## src/rtl/bin_to_bcd_seq_pkg.sv

```systemverilog
// bcd_pkg: shared FSM states, nibble width and DIGITS sizing check for bin_to_bcd_seq
package bcd_pkg;
  typedef enum logic [1:0] {IDLE, SHIFT, DONE} state_t;
  localparam int BCD_NIBBLE_W = 4;
  function automatic bit digits_ok(input int width, input int digits);
    longint p;
    p = 1;
    for (int i = 0; i < digits; i++) p = p * 10;
    return p > ((longint'(1) << width) - 1);
  endfunction
endpackage

```

## src/rtl/bin_to_bcd_seq_add3.sv

```systemverilog
// bcd_add3: double-dabble nibble correction, adds 3 when the digit is 5 or more
module bcd_add3
  import bcd_pkg::*;
(
  input  logic [BCD_NIBBLE_W-1:0] d,
  output logic [BCD_NIBBLE_W-1:0] q
);
  always_comb q = (d >= 4'd5) ? d + 4'd3 : d;
endmodule

```

## src/rtl/bin_to_bcd_seq.sv

```systemverilog
// bin_to_bcd_seq: sequential shift-and-add-3 binary to packed BCD converter with start/done
// handshake; define BIN_TO_BCD_SIGNED_EN to treat bin as two's complement and report neg.
module bin_to_bcd_seq
  import bcd_pkg::*;
#(
  parameter int WIDTH  = 8,
  parameter int DIGITS = 3
) (
  input  logic                           clk,
  input  logic                           rst,
  input  logic                           start,
  input  logic [WIDTH-1:0]               bin,
  output logic                           busy,
  output logic                           done,
  output logic [BCD_NIBBLE_W*DIGITS-1:0] bcd,
  output logic                           neg
);
  localparam int BW = BCD_NIBBLE_W * DIGITS;
  localparam int CW = $clog2(WIDTH + 1);
  if (WIDTH < 4 || WIDTH > 16 || !digits_ok(WIDTH, DIGITS)) begin : g_bad_cfg
    $error("bin_to_bcd_seq: illegal WIDTH/DIGITS combination");
  end
  state_t            state, state_nx;
  logic [CW-1:0]     count;
  logic [BW-1:0]     scratch, adj;
  logic [WIDTH-1:0]  sh, mag;
  logic [BW+WIDTH-1:0] shifted;
  logic              accept, last;
  for (genvar g = 0; g < DIGITS; g++) begin : g_add3
    bcd_add3 u_add3 (
      .d(scratch[g*BCD_NIBBLE_W +: BCD_NIBBLE_W]),
      .q(adj[g*BCD_NIBBLE_W +: BCD_NIBBLE_W])
    );
  end
  assign shifted = {adj, sh} << 1;
  assign accept  = start && (state != SHIFT);
  assign last    = (count == CW'(WIDTH - 1));
  assign busy    = (state == SHIFT);
  assign done    = (state == DONE);
`ifdef BIN_TO_BCD_SIGNED_EN
  logic neg_pending;
  // -bin wraps the most negative value onto its own unsigned magnitude
  assign mag = bin[WIDTH-1] ? -bin : bin;
  always_ff @(posedge clk) begin
    if (rst) begin
      neg_pending <= 1'b0;
      neg         <= 1'b0;
    end else begin
      if (accept) neg_pending <= bin[WIDTH-1];
      if (state == SHIFT && last) neg <= neg_pending;
    end
  end
`else
  assign mag = bin;
  assign neg = 1'b0;
`endif
  always_comb begin
    state_nx = state;
    state_nx = accept ? SHIFT : (state == SHIFT) ? (last ? DONE : SHIFT) : IDLE;
  end
  always_ff @(posedge clk) begin
    if (rst) begin
      state   <= IDLE;
      count   <= '0;
      scratch <= '0;
      sh      <= '0;
      bcd     <= '0;
    end else begin
      state <= state_nx;
      if (accept) begin
        count   <= '0;
        scratch <= '0;
        sh      <= mag;
      end else if (state == SHIFT) begin
        count          <= count + 1'b1;
        {scratch, sh}  <= shifted;
        if (last) bcd <= shifted[BW+WIDTH-1 -: BW];
      end
    end
  end
endmodule

```

## config.mk

```make
export PLATFORM = sky130hd
export DESIGN_NAME = bin_to_bcd_seq
export DESIGN_NICKNAME = d
export VERILOG_FILES = /design/src/rtl/bin_to_bcd_seq_pkg.sv /design/src/rtl/bin_to_bcd_seq_add3.sv /design/src/rtl/bin_to_bcd_seq.sv
export SDC_FILE = /design/constraint.sdc
export NUM_CORES = 1
export LEC_CHECK = 0
export CORE_MARGIN = 1
export CORE_UTILIZATION = 40
export DETAILED_ROUTE_END_ITERATION = 16
export HOLD_SLACK_MARGIN = 0.05
export PLACE_DENSITY_LB_ADDON = 0.25
export SLEW_MARGIN = 40
export SYNTH_ARGS = -nofsm -noshare
export SYNTH_HDL_FRONTEND = slang
export SYNTH_SLANG_ARGS = --single-unit
export TNS_END_PERCENT = 1
```

## constraint.sdc

```tcl
create_clock -name clk -period 1.6 [get_ports clk]
set_clock_uncertainty 0.2 [all_clocks]
set_input_delay 0.16 -clock clk [delete_from_list [all_inputs] [get_ports clk]]
set_output_delay 0.16 -clock clk [all_outputs]
set_load 0.05 [all_outputs]
```

After elaboration in Yosys (flattened, before gate mapping)
Cells that the tools add are included.
{"block": "totals", "in_bits": 11, "ff_bits": 38, "output_inout_bits": 15}
{"block": "op_classes", "order_cmp": 3, "muxes": 8, "n_eq_ne": 4, "n_reduce_logical": 5, "add_sub_neg": 4, "bitwise_logic": 2}
{"op": "two-way mux 8 bit", "count": 2}
{"op": ">= comparator 4 x 3 -> 1 bit, second input constant", "count": 3}
{"op": "adder 4 x 2 -> 4 bit, second input constant", "count": 2}
{"op": "two-way mux 4 bit", "count": 2}
{"op": "adder 4 x 1 -> 4 bit, second input constant", "count": 1}
{"op": "equality test 4 x 3 -> 1 bit, second input constant", "count": 1}
{"op": "adder 3 x 2 -> 3 bit, second input constant", "count": 1}
{"op": "two-way mux 3 bit", "count": 1}
{"op": "AND reduction 3 bit", "count": 1}
{"op": "OR reduction 3 bit", "count": 1}
{"op": "equality test 2 x 1 -> 1 bit, second input constant", "count": 1}
{"op": "equality test 2 bit, second input constant", "count": 1}
{"op": "two-way mux 1 bit", "count": 2}
{"op": "two-way mux 2 bit", "count": 1}
{"op": "inequality test 2 x 1 -> 1 bit, second input constant", "count": 1}
{"op": "inverter 1 bit", "count": 2}
{"op": "nonzero test 2 bit", "count": 1}
{"op": "OR reduction 2 bit", "count": 1}
{"op": "logical AND 1 bit", "count": 1}

Longest topological paths before layout
{"block": "depth", "ltp_word": 4, "mapped_depth": 7, "ltp_nobuf": 6}

By module
From an unflattened synthesis, not the netlist that was laid out.
{"block": "hier_totals", "cells_unflattened": 190, "hier_area_um2": 1759.2}
{"mod": "bin_to_bcd_seq", "cells_each": 142, "area_per_inst_um2": 1455.1, "seq_area_each_um2": 760.7, "n_inst": 1}
{"mod": "bcd_add3", "cells_each": 16, "area_per_inst_um2": 101.3, "seq_area_each_um2": 0.0, "n_inst": 3}

Worst setup path after synthesis
Ideal clock, no wire load.
{"block": "synth_timing", "kind": "reg2reg", "startpoint": "register state[1]", "endpoint": "register scratch[11]", "arrival_time_ns": 1.524, "setup_ns": 0.071, "setup_slack_ns": -0.195, "stages_incl_launch_ff": 7, "n_path_buf": 2, "synth_period_minus_slack_ns": 1.795, "cell_sequence": "dfxtp_1 -> nand2b_4 -> buf_6 -> inv_6 -> clkbuf_1 -> nand3_1 -> a21oi_1"}
{"block": "synth_via", "elab_cells_between_ends": 4, "cone_classes": "eq/ne: 2; reduce/logical: 2"}
{"element": "start, declared", "line_no": "bin_to_bcd_seq.sv:23", "source": "state_t state, state_nx;"}
{"element": "start signal, assigned", "line_no": "bin_to_bcd_seq.sv:69", "source": "state <= state_nx;"}
{"element": "equality test 2 x 1 -> 1 bit"}
{"element": "via busy", "line_no": "bin_to_bcd_seq.sv:13", "source": "output logic busy,"}
{"element": "end signal, assigned", "line_no": "bin_to_bcd_seq.sv:76", "source": "{scratch, sh} <= shifted;"}
{"element": "end, declared", "line_no": "bin_to_bcd_seq.sv:25", "source": "logic [BW-1:0] scratch, adj;"}
The timed path passes the listed nets, and every way through them passes these cells.
A chain may end at the register's enable or synchronous reset.

Worst setup path after layout
{"block": "layout_timing", "startpoint": "register scratch[1]", "endpoint": "register scratch[2]"}
{"block": "layout_via", "elab_chain_len": 2, "elab_cells_between_ends": 3, "cone_classes": "add/sub: 1; order compare: 1; mux: 1"}
{"element": "adder 4 x 2 -> 4 bit / >= comparator 4 x 3 -> 1 bit (equally long branches)", "line_no": "bin_to_bcd_seq_add3.sv:8", "source": "always_comb q = (d >= 4'd5) ? d + 4'd3 : d;"}
{"element": "two-way mux 4 bit *", "line_no": "bin_to_bcd_seq_add3.sv:8"}
Every way passes the cells marked *; elsewhere a longest branch is shown, timed or not.

==> impl_metrics.env <==
export IMPL_htree_levels=2
export IMPL_fp_dieArea_um2=4458
export IMPL_via_per_inst=5.263
export IMPL_cts_clk_slew_worst_paths_ns=0.07
export IMPL_combPwrFrac=0.111
export IMPL_synth_edf_count=0
export IMPL_crit_buf_inv=1
export IMPL_slowest_delay_ns=0.34
export IMPL_ys_ff_latch=38
export IMPL_io_buffers=24
export IMPL_start_util=0.4195
export IMPL_nets=230
export IMPL_synth_simple_area_share=0.1462
export IMPL_synth_most_common_cell="dfxtp_1"
export IMPL_cp_data_required_time_ns=1.62
export IMPL_antennaDiodeCount=0
export IMPL_async_flop_share=0
export IMPL_syn_inst=173
export IMPL_cts_tree="built"
export IMPL_ys_warn_count=0
export IMPL_ant_nets=0
export IMPL_cp_arrival_ns=1.62
export IMPL_rows=23
export IMPL_p_int_mw=1.581
export IMPL_synthXorXnorAreaFrac=0.03132
export IMPL_netlist_cell_type_count=32
export IMPL_synth_nets=191
export IMPL_grt_pass1_vias=1295
export IMPL_multiInputGateArea_um2=910.9
export IMPL_clock_path_buffers=2
export IMPL_synth_top_area_cell="dfxtp_1"
export IMPL_p_sw_frac=0.2217
export IMPL_postLayoutCoreUtil=0.6006
export IMPL_syn_area_per_cell_um2=9.699
export IMPL_grt_max_degree=17
export IMPL_regArea_um2=769.5
export IMPL_grt_ovfl_total=0
export IMPL_finalSetupViolCount=3
export IMPL_cts_sinks=38
export IMPL_synth_top_area_share=0.4534
export IMPL_grt_use_total=0.1885
export IMPL_ys_flop_type="dfxtp_1"
export IMPL_p_per_area_nw_per_um2=845.8
export IMPL_vias=1379
export IMPL_wl_um=3634
export IMPL_hold_slack_ns=0.2700
export IMPL_cts_root_buffer="clkbuf_8"
export IMPL_io_pins=26
export IMPL_critPathLaunchType="flop"
export IMPL_place_inst=254
export IMPL_avgRoutedWirePerCell_um=13.87
export IMPL_hold_buffers=0
export IMPL_cpMaxStageDelayCell="dfxtp_2"
export IMPL_report_final_slew_viol_count=0
export IMPL_clock_latency_ns=0.29
export IMPL_grt_pass1_wl_um=6072
export IMPL_gp_congestion=0.7392
export IMPL_power_frac_seq=0.487
export IMPL_fin_crit_ns=1.604
export IMPL_power_leakage_nw=0.9340
export IMPL_place_area_um2=2187
export IMPL_p_sw_mw=0.4505
export IMPL_worstPathMaxFanout=3
export IMPL_hp_class="flop to flop"
export IMPL_core_region_area_um2=4000
export IMPL_crit_family="flip-flops"
export IMPL_status="finished with violations"
export IMPL_finalHoldViolCount=0
export IMPL_synthAdderAreaFrac=0.05220
export IMPL_worstSetupEndpointType="flop"
export IMPL_r2r_start="scratch[1]$_SDFFE_PP0P_"
export IMPL_crit_start="scratch[1]$_SDFFE_PP0P_"
export IMPL_worst_slack_ns=-0.004167
export IMPL_max_vdd_ir_drop_v=0.0005924
export IMPL_synth_compound_area_frac=0.1961
export IMPL_grt_antenna_before_repair=0
export IMPL_final_cell_count_no_fill=262
export IMPL_fill_cells=322
export IMPL_worstHoldStart="scratch[9]$_SDFFE_PP0P_"
export IMPL_drt_initial_drc_count=39
export IMPL_synth_commonest_cells="dfxtp_1 (38), nor2_1 (16), a21oi_1 (13)"
export IMPL_violations="negative setup slack"
export IMPL_syn_to_final_growth_pct=43.18
export IMPL_pwr_share_clk=0.402
export IMPL_maxCapViolCount=0
export IMPL_min_period_over_period=1.003
export IMPL_cts_buffers=5
export IMPL_die_h_um=66.77
export IMPL_yosysSeqAreaShare=0.4534
export IMPL_muxShareOfSynthArea=0.06562
export IMPL_synth_area_um2=1678
export IMPL_dieWidth_um=66.77
export IMPL_rsz0062_at_grt="yes"
export IMPL_critical_path_class="flop to flop"
export IMPL_drc=0
export IMPL_fmax_ghz=0.6234
export IMPL_firstDrtPassIters=4
export IMPL_synth_area_top_cells="dfxtp_1 (45%), mux2i_1 (6.6%), ha_1 (5.2%), o2bb2ai_1 (5.2%), a211oi_1 (4.0%)"
export IMPL_hpwl_um=2615
export IMPL_synth_top_family_by_area="compound AO/OA/AOI/OAI gates"
export IMPL_crit_chain="inv_1 > ha_1 > nand2b_4 > a21oi_4 > mux2i_1 > o2bb2ai_1"
export IMPL_final_cell_area_um2=2402
export IMPL_drive_above_1_share=0.2972
-- worst register-to-register path, cell delays in order, from the launching register on --
cell and delay (ns):
dfxtp_2 0.34, inv_1 0.07, ha_1 0.17, nand2b_4 0.15, a21oi_4 0.19, mux2i_1 0.28
o2bb2ai_1 0.14
-- state kept, by name, summed over array words and instances, names as in the netlist --
name,cells
state,2
count,4
bcd,12
sh,8
scratch,12
-- what timing repair did --
| item | in CTS | in global routing |
|---|---|---|
| pin swaps | 2 | 6 |
| hold endpoints to repair | 0 | 0 |
| setup endpoints to repair | 18 | 14 |
| gates resized for setup | 7 | 18 |
| buffers inserted | 0 | 1 |
-- stage by stage --
stage / setup slack [ns] / setup TNS [ns] / power [mW]
finish: -0.004167 / -0.009853 / 2.032
global route: -0.06155 / -0.3048 / 2.136
CTS: -0.02814 / -0.04833 / 2.039
detailed placement: -0.1207 / -0.7450 / 1.220
global placement: -0.04993 / -0.1633 / 1.211
floorplan: 0.02565 / 0 / 1.136
-- layer usage --
layer  wire length [um]  up-vias  GRT usage
li1                   -      689          -
met1               1578      634     0.2282
met2               1783       47     0.3030
met3                190        9    0.04966
met4                 81        0    0.09840
met5                  0        -          0
-- worst paths after layout --
check	cells after the start	to	slack, ns
max reg2reg	6	scratch[2]$_SDFFE_PP0P_	-0.004
max	6	scratch[2]$_SDFFE_PP0P_	-0.004
min reg2reg	2	scratch[9]$_SDFFE_PP0P_	0.27
min	2	scratch[9]$_SDFFE_PP0P_	0.27
-- cells in the final DEF (no fill, tap or decap), drive strengths merged, types with 4 or more instances in the layout --
| cell | instances |
|---|---|
| dfxtp | 38 |
| buf | 31 |
| nor2 | 17 |
| a21oi | 13 |
| nand2 | 11 |
| mux2i | 11 |
| o2bb2ai | 10 |
| clkdlybuf4s50 | 10 |
| a211oi | 9 |
| inv | 8 |
| ha | 7 |
| a22o | 6 |
| clkbuf | 6 |
| nand2b | 6 |
| o21ai | 5 |
| nor3b | 5 |
| xnor2 | 4 |
-- final cells by class --
cell class                      count  share of cell area
Clock buffer                        6             0.03438
Clock inverter                      1             0.01250
Inverter                            8             0.01458
Multi-Input combinational cell    118              0.3792
Sequential cell                    38              0.3203
Tap cell                           50             0.02604
Timing Repair Buffer               41              0.2130
-- kinds of logic (layout without fill, tap and decap cells) --
kind of cell               Yosys count  count (layout)
and+or+nand+nor                     46              46
AOI/OAI and AO/OA                   47              47
DFF                                 38              38
buffers and inverters               17              56
adders and majority gates            7               7
other                                1               1
xor gates and xnor gates             6               6
muxes                               11              11
-- power groups by stage --
stage / registers (mW) / clock network [mW] / logic (mW)
finish: 0.990 / 0.816 / 0.226
global route: 0.993 / 0.897 / 0.247
CTS: 0.989 / 0.838 / 0.212
detailed placement: 1.01 / 0 / 0.208
global placement: 1.01 / 0 / 0.202
floorplan: 1.01 / 0 / 0.130
Power figures use the tool's default switching activity.
